**src/rtl/shift_sequencer.sv**
```systemverilog
// shift_sequencer: sequences load / N-step shift / result handshake for an
// external 8-bit shifter datapath.
module shift_sequencer (
    input  logic       clk,
    input  logic       rst,
    input  logic       cmd_valid,
    output logic       cmd_ready,
    input  logic [2:0] cmd_op,
    input  logic [7:0] cmd_data,
    input  logic [3:0] cmd_count,
    input  logic       cmd_fill,
    output logic [2:0] sh_mode,
    output logic [7:0] sh_in,
    output logic       sh_leftmost,
    input  logic [7:0] sh_q,
    output logic       res_valid,
    input  logic       res_ready,
    output logic [7:0] res_data,
    output logic       res_err,
    output logic       busy,
    output logic [7:0] done_cnt
);

    localparam int unsigned DATA_W = 8;
    localparam int unsigned OP_W   = 3;
    localparam int unsigned CNT_W  = 4;
    localparam int unsigned DONE_W = 8;

    localparam logic [CNT_W-1:0] MAX_STEPS = CNT_W'(8);
    // Mode 001 makes the shifter reload sh_in; used for both load and hold.
    localparam logic [OP_W-1:0]  MODE_LOAD = OP_W'(3'b001);

    typedef struct packed {
        logic [OP_W-1:0]   op;
        logic [DATA_W-1:0] data;
        logic              fill;
    } cmd_t;

    typedef enum logic [1:0] {
        S_IDLE  = 2'd0,
        S_LOAD  = 2'd1,
        S_SHIFT = 2'd2,
        S_DONE  = 2'd3
    } state_t;

    state_t           state;
    state_t           state_d;
    cmd_t             cmd_q;
    logic [CNT_W-1:0] steps;
    logic [CNT_W-1:0] sat_count;
    logic             op_legal;
    logic             accept;
    logic             retire;

    // Ops 000/001 are not shift modes; such commands skip SHIFT and flag an error.
    assign op_legal  = cmd_q.op[2] | cmd_q.op[1];
    assign sat_count = (cmd_count > MAX_STEPS) ? MAX_STEPS : cmd_count;

    // State register.
    always_ff @(posedge clk or negedge rst) begin
        if (!rst) begin
            state <= S_IDLE;
        end else begin
            state <= state_d;
        end
    end

    // Next-state and datapath control decode.
    always_comb begin
        state_d     = state;
        accept      = 1'b0;
        retire      = 1'b0;
        cmd_ready   = 1'b0;
        busy        = 1'b1;
        res_valid   = 1'b0;
        res_err     = 1'b0;
        res_data    = sh_q;
        sh_mode     = MODE_LOAD;
        sh_in       = sh_q;
        sh_leftmost = 1'b0;
        case (state)
            S_IDLE: begin
                cmd_ready = 1'b1;
                busy      = 1'b0;
                if (cmd_valid) begin
                    accept  = 1'b1;
                    state_d = S_LOAD;
                end
            end
            S_LOAD: begin
                sh_in = cmd_q.data;
                if (op_legal && (steps != '0)) begin
                    state_d = S_SHIFT;
                end else begin
                    state_d = S_DONE;
                end
            end
            S_SHIFT: begin
                sh_mode     = cmd_q.op;
                sh_leftmost = cmd_q.fill;
                if (steps == CNT_W'(1)) begin
                    state_d = S_DONE;
                end
            end
            S_DONE: begin
                res_valid = 1'b1;
                res_err   = ~op_legal;
                if (res_ready) begin
                    retire  = 1'b1;
                    state_d = S_IDLE;
                end
            end
            default: begin
                state_d = S_IDLE;
            end
        endcase
    end

    // Command latch on accept; step down-counter runs during SHIFT.
    always_ff @(posedge clk or negedge rst) begin
        if (!rst) begin
            cmd_q <= '0;
            steps <= '0;
        end else if (accept) begin
            cmd_q <= '{op: cmd_op, data: cmd_data, fill: cmd_fill};
            steps <= sat_count;
        end else if (state == S_SHIFT) begin
            steps <= steps - CNT_W'(1);
        end
    end

    // Completed-result counter, advanced on each result handshake.
    always_ff @(posedge clk or negedge rst) begin
        if (!rst) begin
            done_cnt <= '0;
        end else if (retire) begin
            done_cnt <= done_cnt + DONE_W'(1);
        end
    end

endmodule

```
**config.mk**
```make
export PLATFORM = sky130hd
export DESIGN_NAME = shift_sequencer
export DESIGN_NICKNAME = d
export VERILOG_FILES = /design/src/rtl/shift_sequencer.sv
export SDC_FILE = /design/constraint.sdc
export NUM_CORES = 1
export LEC_CHECK = 0
export CORE_MARGIN = 3
export CORE_UTILIZATION = 52
export CTS_CLUSTER_DIAMETER = 120
export DETAILED_ROUTE_END_ITERATION = 6
export DONT_BUFFER_PORTS = 1
export HOLD_SLACK_MARGIN = 0.05
export PLACE_DENSITY = 0.68
export SLEW_MARGIN = 20
export SYNTH_ARGS = -nofsm -noshare
export SYNTH_HDL_FRONTEND = slang
export SYNTH_SLANG_ARGS = --single-unit
```
**constraint.sdc**
```tcl
create_clock -name clk -period 2.3 [get_ports clk]
set_clock_uncertainty 0.2 [all_clocks]
set_input_delay 0.115 -clock clk [delete_from_list [all_inputs] [get_ports clk]]
set_output_delay 0.115 -clock clk [all_outputs]
set_load 0.02 [all_outputs]
```
==> metrics.md, run 1 <==
| Metric | Value |
|---|---|
| Initial antenna violation count | `0` |
| Antenna-violating nets left | `0` |
| Root buffer cell | `clkbuf_4` |
| Worst slack, placed | `320 ps` |
| Post-CTS setup buffers | `0` |
| Gate Count Post-Synth | `123` |
| Vias in the first global route | `1059` |
| Initial Utilization | `0.560` |
| Max Slew Vio Count | `0` |
| Core Box Area | `2540 sq um` |
| Setup violations, final | `0` |
| Vias | `995` |
| Synth cell types | `26` |
| Worst-case reg-to-reg path depth | `7` |
| CTS H-tree lvls | `1` |
| Cells along the critical path | `inv_2, ha_4, nand2_1, buf_4, a21oi_1, dlygate4sd3_1, a21oi_1` |
| Crit Path Max Fanout | `20` |
| Most frequent CP cell | `a21oi_1` |
| Final worst slack | `169 ps` |
| R2r endpoint | `steps[2]$_DFFE_PN0P_` |
| GPL Wtd Cong | `0.704` |
| Worst path arrival time | `2150 ps` |
| F_max | `0.469 GHz` |
| DRT Pass-1 Iters | `4` |
| # IOs | `60` |
| Top post-synthesis cells by area | `dfrtp_1, mux2_2, ha_1` |
| R2R Path Start | `state[0]$_DFFE_PN0P_` |
| Crit path max-delay family | `buffers and inverters` |
| Syn Area/Cell | `11.6 sq um` |
| CTS clock-pin slew for the worst setup and hold paths | `140 ps` |
| Post-Syn Area | `1430 sq um` |
| Std-Cell Rows | `18` |
| Crit path max-delay cell type | `dlygate4sd3_1` |
| Crit path kind | `reg -> reg` |
| Number of synthesized register bits | `26` |
| Clk_lat worst skew | `330 ps` |
| PD cells | `1220 nW/um^2` |
| Ant. Diodes | `0` |
| First-pass GRT wire length | `4860 um` |
| Worst slew pin tran | `409 ps` |
| Setup TNS | `0 ps` |
| Outcome | `complete, no violations` |
| Period utilization | `0.927` |
| Clock Tree Buf Depth | `2` |
| Final nets | `187` |
| Final HPWL DP | `1840 um` |
| Cell Area, Placed | `1400 sq um` |
| CP startpoint kind | `flip-flop` |
| Post-DR wirelength/cell | `16.7 um` |
| Largest net degree at the start of global routing | `27` |
| DRT Wirelength | `2980 um` |
| Clock sink count | `26` |
| GRT Overall Usage | `0.190` |
| TritonCTS clock tree | `done` |
| Hold Vio Cnt, Final | `0` |
| Max rail drop VDD | `0.777 mV` |
| P_leak | `0.799 nW` |
| CP required | `2320 ps` |
| Die W | `58.4 um` |
| R2r setup slk | `170 ps` |
| Max transition margin | `0.720` |
| Die Y | `58.4 um` |
| YS warnings | `0` |
| DR DRC count | `0` |
| Post-synth top area share | `0.457` |
| Critical path's largest stage delay | `580 ps` |
| Seq/Total Area, Yosys | `0.457` |
| Syn Nets | `160` |
| CTS Buf Count | `3` |
| Area Overhead vs Synth | `27.3%` |
| Fin crit period | `2130 ps` |
| Max cap viols | `0` |
| RSZ-0062 raised after global routing | `no` |
| Global route overflow | `0` |
| Layout cells sized above 1 | `0.221` |
| Post-layout instance area | `1810 sq um` |
| Area of the die | `3400 sq um` |
| Worst path bufs/invs | `3` |
| Fill cell total of the finished layout | `202` |
| Core Util, Final | `0.713` |
| Number of DRC markers in iteration 0 | `21` |
| Area leader, netlist | `dfrtp_1` |
| Via density per instance | `5.56` |
| PortBufs | `0` |
| Setup crit end kind | `flip-flop` |
| Hold Path Class | `in -> async` |
cells in the final DEF (no fill, tap or decap), types with 2 or more instances in the layout:
| cell | Yosys | final |
|---|---|---|
| inv_1 | 6 | 4 |
| xor2_1 | 3 | 3 |
| a2111oi_0 | 2 | 2 |
| nand2_1 | 6 | 6 |
| inv_2 | 0 | 2 |
| and3_1 | 2 | 2 |
| dfrtp_1 | 26 | 26 |
| ha_1 | 9 | 8 |
| nor2_1 | 3 | 3 |
| dlygate4sd3_1 | 0 | 31 |
| buf_4 | 8 | 2 |
| mux2_2 | 21 | 21 |
| buf_12 | 0 | 2 |
| clkbuf_4 | 0 | 3 |
| a21oi_1 | 5 | 5 |
| nor2b_1 | 2 | 2 |
| nand4_1 | 3 | 3 |
| xnor2_1 | 7 | 7 |
| and2_1 | 5 | 5 |
stage by stage:
step | total power [W] | std cells | hold slack [ps]
CTS | 0.00220 | 179 | 73.6
global route | 0.00238 | 179 | 98.0
floorplan | 0.00165 | 123 | -381
finish | 0.00222 | 179 | 102
global placement | 0.00176 | 142 | -380
detailed placement | 0.00180 | 142 | -380
state kept, by name, summed over array words and instances (netlist names):
register and count:
cmd_q 12, done_cnt 8, steps 4, state 2
metal layers:
metal,GRT usage,wire (um),up-vias,part of all wire
li1,-,-,466,-
met2,0.338,1530,39,0.51
met1,0.221,1210,486,0.41
met3,0.0373,218,4,0.073
met4,0.0795,29,0,0.0097
met5,0,0,-,0
what timing repair did:
action                                  in CTS  in global routing
endpoints found under the setup margin       0                  3
hold buffers                                33                  0
gates resized for setup                      0                  4
hold endpoints to repair                    57                  0
how the worst max path moves through the flow:
stage / startpoint / endpoint / slack [ps] / cells after the start
2_1_floorplan: steps[1]$_DFFE_PN0P_ / state[1]$_DFFE_PN0P_ / 410 / 5
3_3_place_gp: steps[1]$_DFFE_PN0P_ / state[1]$_DFFE_PN0P_ / 370 / 5
3_5_place_dp: state[0]$_DFFE_PN0P_ / state[1]$_DFFE_PN0P_ / 320 / 5
4_1_cts: state[0]$_DFFE_PN0P_ / steps[0]$_DFFE_PN0P_ / 30 / 7
5_1_grt: state[1]$_DFFE_PN0P_ / steps[2]$_DFFE_PN0P_ / 20 / 7
6_report: state[0]$_DFFE_PN0P_ / steps[2]$_DFFE_PN0P_ / 170 / 7
layout make-up:
class	instances	area, sq um	share of cell area
clock buffers	3	22.5	0.0124
clock inverters	1	30.0	0.0166
inverters	6	22.5	0.0124
multi-input cells	78	686	0.378
flip-flops and latches	26	651	0.359
well taps	30	37.5	0.0207
repair buffers	35	365	0.201
cell families after synthesis:
| kind of cell | after synthesis | synth area share |
|---|---|---|
| xor gates and xnor gates | 10 | 0.0615 |
| buffers and inverters | 19 | 0.0711 |
| adders and majority gates | 9 | 0.0790 |
| muxes | 22 | 0.174 |
| and+or+nand+nor | 26 | 0.108 |
| DFF | 26 | 0.457 |
| AOI/OAI and AO/OA | 11 | 0.0500 |
worst min-delay path, delay by kind of cell:
| family | cells | cell delay (ps) |
|---|---|---|
| buf+inv | 3 | 880 |
synth_stat cells:
cell and number:
nor4b_1 1, clkbuf_1 5, nand2b_1 1, and4_1 1
a2bb2oi_1 1, ha_1 9, o21ai_0 1, or3b_1 1
nor2b_1 2, mux2_1 1, nor2_1 3, xor2_1 3
and2_1 5, inv_1 6, a2111oi_0 2, dfrtp_1 26
buf_4 8, nand2_1 6, xnor2_1 7, and3_1 2
o211ai_1 1, and4bb_2 1, mux2_2 21, a211oi_1 1
nand4_1 3, a21oi_1 5
power by group:
group	total (W)	switching (W)	internal [W]	leakage (nW)
registers	0.000878	0.000218	0.000660	0.315
logic	0.00102	0.000540	0.000481	0.457
clock network	0.000317	0.000141	0.000176	0.0279
Power figures use the tool's default switching activity.
==> run 2, diff against run 1 <==
--- a/config.mk
+++ b/config.mk
@@ -12,6 +12,7 @@
 export DONT_BUFFER_PORTS = 1
 export HOLD_SLACK_MARGIN = 0.05
 export PLACE_DENSITY = 0.68
+export RECOVER_POWER = 50
 export SLEW_MARGIN = 20
 export SYNTH_ARGS = -nofsm -noshare
 export SYNTH_HDL_FRONTEND = slang
==> run 2 against run 1 <==
Effect of this change:
- clock-buffer cell count unchanged
- total power down 0.25%
- critical path type unchanged
- core utilization down 1.0 points
- largest power group unchanged
==> metrics.md, run 2 (synthesized netlist as in run 1, its figures left out) <==
| Metric | Value |
|---|---|
| Gate power share | `0.460` |
| Worst slew pin tran | `1380 ps` |
| Post-Layout Cell Count | `179` |
| Vias in the first global route | `1059` |
| PD cells | `1240 nW/um^2` |
| Worst-case reg-to-reg path depth | `7` |
| GPL Wtd Cong | `0.704` |
| Crit path kind | `reg -> reg` |
| Vias | `1004` |
| Cell Area, Placed | `1400 sq um` |
| Commonest non-fill, non-tap cell in the layout | `dlygate4sd3_1` |
| Initial Utilization | `0.560` |
| CP required | `2320 ps` |
| Reg power frac | `0.397` |
| Critical path's largest stage delay | `580 ps` |
| Crit path max-delay cell type | `dlygate4sd3_1` |
| Period utilization | `0.925` |
| Hold Vio Cnt, Final | `0` |
| DR DRC count | `0` |
| Core Util, Final | `0.703` |
| Biggest register | `cmd_q` |
| Area Overhead vs Synth | `25.5%` |
| Global route overflow | `0` |
| Initial antenna violation count | `0` |
| Post-layout instance area | `1790 sq um` |
| Clk_lat worst skew | `320 ps` |
| Number of DRC markers in iteration 0 | `21` |
| Max transition margin | `0.0774` |
| Final HPWL DP | `1840 um` |
| Max FFs per register | `12` |
| Clock Tree Buf Depth | `2` |
| Final worst slack | `171 ps` |
| Ant. Diodes | `0` |
| Antenna-violating nets left | `0` |
| Worst slack, placed | `320 ps` |
| Most frequent cells in the layout | `dlygate4sd3_1, dfrtp_1, mux2_2` |
| Fin crit period | `2130 ps` |
| Core Box Area | `2540 sq um` |
| GRT Overall Usage | `0.190` |
| DP Cell Count | `142` |
| Cells along the critical path | `inv_2, ha_4, nand2_1, buf_4, a21oi_1, dlygate4sd3_1, a21oi_1` |
| CTS clock-pin slew for the worst setup and hold paths | `140 ps` |
| Clock Power Share | `0.144` |
| Final nets | `187` |
| Max Slew Vio Count | `0` |
| Die W | `58.4 um` |
| Setup crit end kind | `flip-flop` |
| Sw Ratio | `0.406` |
| P_sw | `0.000898 W` |
| Hold path startpoint | `sh_q[1]` |
| Clock sink count | `26` |
| First-pass GRT wire length | `4860 um` |
| Setup crit start | `state[0]$_DFFE_PN0P_` |
| Biggest regs | `cmd_q (12), done_cnt (8), steps (4)` |
| # IOs | `60` |
| PortBufs | `0` |
| Worst path arrival time | `2150 ps` |
| Max rail drop VDD | `0.776 mV` |
| Fill cell total of the finished layout | `206` |
| Setup violations, final | `0` |
| Via density per instance | `5.61` |
| Crit Path Max Fanout | `20` |
| CTS H-tree lvls | `1` |
| CTS Buf Count | `3` |
| TritonCTS clock tree | `done` |
| Internal | `0.00131 W` |
| Layout cells sized above 1 | `0.208` |
| Std-Cell Rows | `18` |
| Setup TNS | `0 ps` |
| Root buffer cell | `clkbuf_4` |
| Outcome | `complete, no violations` |
| Most frequent CP cell | `a21oi_1` |
| P_leak | `0.785 nW` |
| DRT Wirelength | `2990 um` |
| Area of the die | `3400 sq um` |
| R2R Path Start | `state[0]$_DFFE_PN0P_` |
| Post-DR wirelength/cell | `16.7 um` |
| Hold Path Cell Cnt | `1` |
| Die Y | `58.4 um` |
| DRT Pass-1 Iters | `4` |
| Largest net degree at the start of global routing | `27` |
| RSZ-0062 raised after global routing | `no` |
| F_max | `0.470 GHz` |
| Hold Path Class | `in -> out` |
| Max cap viols | `0` |
| CP startpoint kind | `flip-flop` |
[run 2: critical path: cells and delay by family (launching register included)]
kind	cells	cell delay, ps
buffers and inverters	3	910
AND/OR/NAND/NOR	1	60
AO/OA/AOI/OAI	2	200
flip-flops	1	450
adder cells (fa/ha/maj)	1	190
[run 2: power groups by stage]
stage | clock network [W] | registers [W] | logic, W
after floorplan | 0 | 0.000834 | 0.000814
final | 0.000317 | 0.000877 | 0.00102
after CTS | 0.000325 | 0.000874 | 0.00100
after detailed placement | 0 | 0.000885 | 0.000914
after global routing | 0.000340 | 0.000911 | 0.00113
after global placement | 0 | 0.000868 | 0.000897
[run 2: final cells by class]
class / count / area, sq um / share of cell area
Inverter: 6 / 22.5 / 0.0126
Timing Repair Buffer: 35 / 339 / 0.190
Clock inverter: 1 / 30.0 / 0.0168
Clock buffer: 3 / 22.5 / 0.0126
Tap cell: 30 / 37.5 / 0.0210
Sequential cell: 26 / 651 / 0.364
Multi-Input combinational cell: 78 / 686 / 0.383
[run 2: layer usage]
metal  share of wire  global-route usage
met1            0.40               0.221
met2            0.51               0.338
met3           0.083              0.0373
met4          0.0097              0.0795
met5               0                   0
[run 2: repair_timing]
action,CTS,global route
hold buffers,33,0
endpoints found under the hold margin,57,0
setup buffers,0,0
endpoints found under the setup margin,0,3
resized for setup,0,4
[run 2: stage by stage]
stage          hold slack (ps)  total power (W)
6_report                   223          0.00221
5_1_grt                    224          0.00238
4_1_cts                   73.6          0.00220
3_5_place_dp              -380          0.00180
3_3_place_gp              -380          0.00176
2_1_floorplan             -381          0.00165
[run 2: final timing paths]
check / endpoint / slack [ps]
max in group asynchronous: cmd_q[0]$_DFFE_PN0P_ / 380
min in group asynchronous: cmd_q[6]$_DFFE_PN0P_ / 720
max reg2reg: steps[2]$_DFFE_PN0P_ / 170
min: sh_in[1] / 220
min reg2reg: cmd_q[2]$_DFFE_PN0P_ / 320
max: steps[2]$_DFFE_PN0P_ / 170
==> run 3, diff against run 2 <==
--- a/config.mk
+++ b/config.mk
@@ -12,7 +12,7 @@
 export DONT_BUFFER_PORTS = 1
 export HOLD_SLACK_MARGIN = 0.05
 export PLACE_DENSITY = 0.68
-export RECOVER_POWER = 50
+export RECOVER_POWER = 100
 export SLEW_MARGIN = 20
 export SYNTH_ARGS = -nofsm -noshare
 export SYNTH_HDL_FRONTEND = slang
==> run 3 against run 2 <==
Effect of this change:
- cell count is the same
- via count increased by 1.1%
- combinational power hardly changed
==> metrics.md, run 3 (synthesized netlist as in run 1, its figures left out) <==
| Metric | Value |
|---|---|
| Number of DRC markers in iteration 0 | `24` |
| Period utilization | `0.929` |
| Fin crit period | `2140 ps` |
| Setup violations, final | `0` |
| Global route overflow | `0` |
| RSZ-0062 raised after global routing | `no` |
| Post-CTS setup buffers | `0` |
| Die Y | `58.4 um` |
| Final hold slack | `224 ps` |
| PD cells | `1230 nW/um^2` |
| DP Cell Count | `142` |
| Hold Vio Cnt, Final | `0` |
| Max rail drop VDD | `0.760 mV` |
| Crit Path Max Fanout | `20` |
| Setup crit end kind | `flip-flop` |
| Most frequent cells in the layout | `dlygate4sd3_1, dfrtp_1, mux2_2` |
| FF/Latch Area | `651 sq um` |
| Met3 usage in global routing | `0.0373` |
| CP startpoint kind | `flip-flop` |
| Final nets | `187` |
| Biggest register | `cmd_q` |
| CTS Buf Count | `3` |
| Core Box Area | `2540 sq um` |
| GRT Overall Usage | `0.190` |
| Final worst slack | `163 ps` |
| Hold Path Class | `in -> out` |
| Max transition margin | `0.0784` |
| GPL Wtd Cong | `0.704` |
| Biggest regs | `cmd_q (12), done_cnt (8), steps (4)` |
| Fill cell total of the finished layout | `207` |
| Largest net degree at the start of global routing | `27` |
| R2R Path Start | `state[0]$_DFFE_PN0P_` |
| R2r setup slk | `160 ps` |
| Initial antenna violation count | `0` |
| Std-Cell Rows | `18` |
| Hold path startpoint | `sh_q[3]` |
| Post-Layout Cell Count | `179` |
| Clk_lat worst skew | `330 ps` |
| Worst slack, placed | `320 ps` |
| CTS H-tree lvls | `1` |
| Commonest non-fill, non-tap cell in the layout | `dlygate4sd3_1` |
| # IOs | `60` |
| TritonCTS clock tree | `done` |
| DR DRC count | `0` |
| Core Util, Final | `0.702` |
| Max cap viols | `0` |
| Max Slew Vio Count | `0` |
| Hold Path Cell Cnt | `1` |
| Ant. Diodes | `0` |
| Post-DR wirelength/cell | `16.7 um` |
| Root buffer cell | `clkbuf_4` |
| Antenna-violating nets left | `0` |
| Area Overhead vs Synth | `25.3%` |
| Vias | `1015` |
| Setup crit start | `state[0]$_DFFE_PN0P_` |
| CP required | `2320 ps` |
| First-pass GRT wire length | `4860 um` |
| PortBufs | `0` |
| Outcome | `complete, no violations` |
| Area of the multi-input gates | `686 sq um` |
| R2r endpoint | `steps[2]$_DFFE_PN0P_` |
| Busiest grt layer | `met2` |
| Clock sink count | `26` |
| Hold endpoint | `sh_in[3]` |
| Initial Utilization | `0.560` |
| Clock Tree Buf Depth | `2` |
| Via density per instance | `5.67` |
| Worst slew pin tran | `1380 ps` |
| Max FFs per register | `12` |
| P_leak | `0.782 nW` |
| Global Route met2 Usage | `0.338` |
| DRT Pass-1 Iters | `4` |
| CTS clock-pin slew for the worst setup and hold paths | `140 ps` |
| F_max | `0.468 GHz` |
| Worst-case reg-to-reg path depth | `7` |
| Setup TNS | `0 ps` |
| DRT Wirelength | `2990 um` |
| Grt met1 use | `0.221` |
| Die W | `58.4 um` |
| Area of the die | `3400 sq um` |
| Worst path arrival time | `2160 ps` |
| Layout cells sized above 1 | `0.161` |
| Vias in the first global route | `1059` |
| Final HPWL DP | `1840 um` |
| Crit path kind | `reg -> reg` |
[run 3: worst max-delay path: stages (launching register included)]
cell and delay [ps]:
dfrtp_1 450, inv_2 130, ha_4 200, nand2_1 60, buf_4 210, a21oi_1 160, dlygate4sd3_1 580, a21oi_1 40
[run 3: power breakdown]
group | internal (W) | switching (W) | total [W]
Combinational | 0.000449 | 0.000544 | 0.000993
Sequential | 0.000660 | 0.000218 | 0.000878
Clock | 0.000176 | 0.000141 | 0.000318
Total | 0.00129 | 0.000903 | 0.00219
[run 3: per-layer routing]
layer / wire (um) / vias to the layer above
li1: - / 468
met1: 1180 / 500
met2: 1550 / 43
met3: 225 / 4
met4: 29 / 0
met5: 0 / -
[run 3: how the worst max path moves through the flow]
stage                                      end  slack [ps]  cells past startpoint
after floorplan           state[1]$_DFFE_PN0P_         410                      5
after global placement    state[1]$_DFFE_PN0P_         370                      5
after detailed placement  state[1]$_DFFE_PN0P_         320                      5
after CTS                 steps[0]$_DFFE_PN0P_          30                      7
after global routing      steps[2]$_DFFE_PN0P_          20                      7
final                     steps[2]$_DFFE_PN0P_         160                      7
[run 3: area by class of cell]
class,count,area share
well taps,30,0.0210
repair buffers,35,0.189
clock inverters,1,0.0168
multi-input cells,78,0.384
flip-flops and latches,26,0.364
inverters,6,0.0126
clock buffers,3,0.0126
[run 3: per-stage QoR]
stage / area [sq um] / total power (W)
final: 1790 / 0.00219
after floorplan: 1430 / 0.00165
after global routing: 1790 / 0.00235
after global placement: 1400 / 0.00176
after detailed placement: 1400 / 0.00180
after CTS: 1800 / 0.00220
[run 3: repair_timing]
item                       4_1_cts  5_1_grt
gates resized for setup          0        4
setup endpoints to repair        0        3
hold endpoints to repair        57        0
hold buffers                    33        0
